<file path="src/rtl/memory_copier.sv">
// Memory copy/fill engine: copies len words src->dst (2 cycles/word)
// or fills len words at dst with a pattern (1 cycle/word).
module memory_copier #(
  parameter int N = 8
) (
  input  logic         clk,
  input  logic         rst_n,
  input  logic         start,
  input  logic         mode,
  input  logic [N-1:0] src,
  input  logic [N-1:0] dst,
  input  logic [N-1:0] len,
  input  logic [N-1:0] pattern,
  input  logic [N-1:0] mem_read,
  output logic         mem_we,
  output logic [N-1:0] mem_addr,
  output logic [N-1:0] mem_write,
  output logic         busy,
  output logic         done,
  output logic [N-1:0] count
);

  typedef enum logic [2:0] {
    IDLE,
    RD,
    WR,
    FILL,
    DONE
  } state_t;

  localparam logic [N-1:0] ONE = {{(N-1){1'b0}}, 1'b1};

  state_t       state_q, state_d;
  logic [N-1:0] src_q, dst_q, len_q, pat_q;
  logic [N-1:0] idx_q, idx_nxt;

  // idx doubles as the word count: it advances once per written word
  assign idx_nxt = idx_q + ONE;
  assign count   = idx_q;

  always_ff @(posedge clk) begin
    if (!rst_n) begin
      state_q <= IDLE;
      src_q   <= '0;
      dst_q   <= '0;
      len_q   <= '0;
      pat_q   <= '0;
      idx_q   <= '0;
    end else begin
      state_q <= state_d;
      if (state_q == IDLE && start) begin
        src_q <= src;
        dst_q <= dst;
        len_q <= len;
        pat_q <= pattern;
        idx_q <= '0;
      end else if (state_q == WR || state_q == FILL) begin
        idx_q <= idx_nxt;
      end
    end
  end

  always_comb begin
    state_d   = state_q;
    mem_we    = 1'b0;
    mem_addr  = '0;
    mem_write = '0;
    busy      = 1'b0;
    done      = 1'b0;
    unique case (state_q)
      IDLE: begin
        if (start) begin
          if (len == '0) state_d = DONE;
          else if (mode) state_d = FILL;
          else           state_d = RD;
        end
      end
      RD: begin
        busy     = 1'b1;
        mem_addr = src_q + idx_q;
        state_d  = WR;
      end
      WR: begin
        busy      = 1'b1;
        mem_we    = 1'b1;
        mem_addr  = dst_q + idx_q;
        mem_write = mem_read;
        state_d   = (idx_nxt == len_q) ? DONE : RD;
      end
      FILL: begin
        busy      = 1'b1;
        mem_we    = 1'b1;
        mem_addr  = dst_q + idx_q;
        mem_write = pat_q;
        state_d   = (idx_nxt == len_q) ? DONE : FILL;
      end
      DONE: begin
        done    = 1'b1;
        state_d = IDLE;
      end
      default: state_d = IDLE;
    endcase
  end

endmodule

</file>
<file path="config.mk">
export PLATFORM = sky130hd
export DESIGN_NAME = memory_copier
export DESIGN_NICKNAME = d
export VERILOG_FILES = /design/src/rtl/memory_copier.sv
export SDC_FILE = /design/constraint.sdc
export NUM_CORES = 1
export LEC_CHECK = 0
export ABC_AREA = 1
export ABC_CLOCK_PERIOD_IN_PS = 3630
export CAP_MARGIN = 25
export CORE_MARGIN = 2
export CORE_UTILIZATION = 30
export CTS_BUF_LIST = sky130_fd_sc_hd__clkbuf_8
export CTS_CLUSTER_SIZE = 10
export DETAILED_ROUTE_END_ITERATION = 7
export PLACE_DENSITY = 0.66
export SLEW_MARGIN = 20
export SYNTH_ARGS = -nofsm -noshare
export SYNTH_HDL_FRONTEND = slang
export SYNTH_SLANG_ARGS = --single-unit
</file>
<file path="constraint.sdc">
create_clock -name clk -period 3.63 [get_ports clk]
set_input_delay 0.726 -clock clk [delete_from_list [all_inputs] [get_ports clk]]
set_output_delay 0.726 -clock clk [all_outputs]
set_load 0.02 [all_outputs]
</file>
==> run metrics <==
Vias 2462; Worst R2R Start state_q[0]; Max stage delay on crit path 620 ps; Tightest Pin Transition 575 ps; # H-tree levels 2; core area 0.00781 mm2; CTS tree built; ANT cells 0; RSZ-0062 raised after global routing false; worst clock skew 6.82 ps; Worst R2R End src_q[4]; pre-CTS WS 82.0 ps; WHS Endpoint pat_q[0]; DRT Wirelength 6.62 mm; # port buffers 70; cells after synthesis 355; Final nets 478; placer congestion estimate 0.939; Post-synth EDFFs 0; final worst slack 175 ps; post-route ant nets 0; final hold vios 0; largest net degree at the start of global routing 36; clk buf depth 2; Routed wire per std cell 12.5 um; crit path kind flip-flop to primary output; post-synthesis area per instance 6.89 um2; asr flop ratio synth 0%; Final Max Tran Viols 0; CP top delay family buffers and inverters; Worst VDD drop 0.190 mV; CTS resizes 5; R2R depth 7; Seq cells post-synth 43; Synthesized Nets 408; drt pass-1 iters 4; DRC violations left 0; CP Cell Sequence nor2_4 > buf_6 > o21ai_0 > ha_1 > inv_1 > fa_1 > inv_1 > o21ai_0 > a21oi_1 > clkdlybuf4s50_1; Setup crit start kind flip-flop; outcome complete, no violations; Ports 71; cts hold-fix bufs 0; drt via density 4.66; Seq/Total Area, Yosys 35.2%; antenna violations before repair 0; Max Freq 0.289 GHz; Final Setup Violations 0; Die Area 0.00889 mm2; clk_lat worst skew 290 ps; Bufs and invs on worst path 4; overall power 1.45 mW; Die X-Extent 94.3 um; Post-synth top flop dfxtp_1; postcts setup bufs 0; DRT iter0 DRCs 92; most common cell after layout, fill and taps aside clkdlybuf4s50_1; reg2reg setup slack 1710 ps; Die Y 94.3 um; clock-pin slew on the worst setup and hold paths 90 ps; critical path data required time 2900 ps; first-pass GRT wire length 10.9 mm; Hold Crit Depth 2; synth unique cells 31; Initial Util 31.3%; Synth-to-Final Area Change 38.0%; Crit-path slowest cell clkdlybuf4s50_1; placed cells 520; commonest non-fill, non-tap cells in the layout clkdlybuf4s50_1, inv_1, nand2_1; row count 32; Finished Layout Cells 528; Ys Warns 0; WP data arrival 2730 ps; clock sinks 43; Hold Startpoint pat_q[0]; Power Density 430 mW/mm2; CTS Buf Count 5; total gr overflow 0; Worst Hold Class flip-flop to flip-flop; total of max-cap violations 0; Post-Syn Area 0.00244 mm2; leakage 1.40 nW; Slew HR 61.3%; setup TNS 0 ps; CP Capture Type primary output; CP Max Fanout 11; root buffer cell clkbuf_8; final worst path period need 3450 ps; vias in the first global route 2262; DPL Wire Length 5.20 mm; Tot GR Track Use 15.6%; layout cells sized above 1 7.75%; final worst path period share 95.2%
==> synthesized netlist by cell type (all sizes together), types with 4 or more instances <==
library cell,instances,share of area [%]
nand3,39,8.6
clkbuf,8,1.2
dfxtp,43,35
o21ai,36,7.5
inv,60,9.2
buf,4,1.1
ha,8,4.1
nand2,57,9.2
o22ai,8,2.0
o211ai,5,1.5
nor2,23,5.2
a21oi,46,9.4
==> cell type report <==
type	count	area, um2
multi-input combinational	239	1310
clock buffer	6	82.6
fill	824	4430
sequential	43	861
clock inverter	2	35.0
tap	102	128
inverter	61	229
timing repair buffer	75	733
==> registers in the layout, indices dropped and copies added, names as in the netlist <==
signal	flops
dst_q	8
count	8
len_q	8
state_q	3
src_q	8
pat_q	8
==> power by group <==
part	switching (mW)	leakage [nW]	internal, mW
combinational	0.292	0.987	0.207
sequential	0.0340	0.354	0.529
clock	0.166	0.0612	0.223
total	0.492	1.40	0.959
==> metrics by stage <==
stage,util [%],hold WS (ps),instance area (um2)
finish,43.2,453,3370
global route,43.2,476,3370
CTS,43.2,455,3370
detailed placement,41.7,442,3250
global placement,41.7,434,3250
floorplan,-,424,2440
==> worst max-delay path by stage <==
| stage | end | startpoint | cells after the start | slack (ps) |
|---|---|---|---|---|
| 6_report | mem_addr[2] | state_q[2] | 10 | 180 |
| 4_1_cts | mem_addr[6] | state_q[1] | 17 | 60 |
| 5_1_grt | mem_addr[6] | state_q[1] | 16 | 40 |
| 3_5_place_dp | mem_addr[6] | state_q[1] | 16 | 80 |
| 2_1_floorplan | mem_addr[5] | state_q[1] | 14 | 360 |
| 3_3_place_gp | mem_addr[6] | state_q[1] | 16 | 140 |
==> logic make-up after synthesis <==
group	after synthesis	synth area share, %
and+or+nand+nor	127	25.0
AOI/OAI and AO/OA	98	21.4
buffers and inverters	73	11.7
DFF	43	35.2
adders and majority gates	9	4.91
xor gates and xnor gates	5	1.79
==> worst reg2reg max path, stage by stage (launching register included) <==
cell and delay [ps]:
dfxtp_1 330, nor2_1 170, inv_2 80, nor2_4 280, nand2_2 320, buf_4 350, o21ai_0 220, a21oi_1 60
==> layer usage <==
metal / vias to the layer above / part of all wire (%) / track usage [%] / routed length, um
met5: - / 0 / 0 / 0
met4: 0 / 0.91 / 4.11 / 60
met3: 6 / 5.7 / 3.53 / 374
met2: 59 / 47 / 24.9 / 3100
met1: 1086 / 47 / 21.1 / 3080
li1: 1311 / - / - / -
Note: power is estimated with default switching activity, not from simulation.
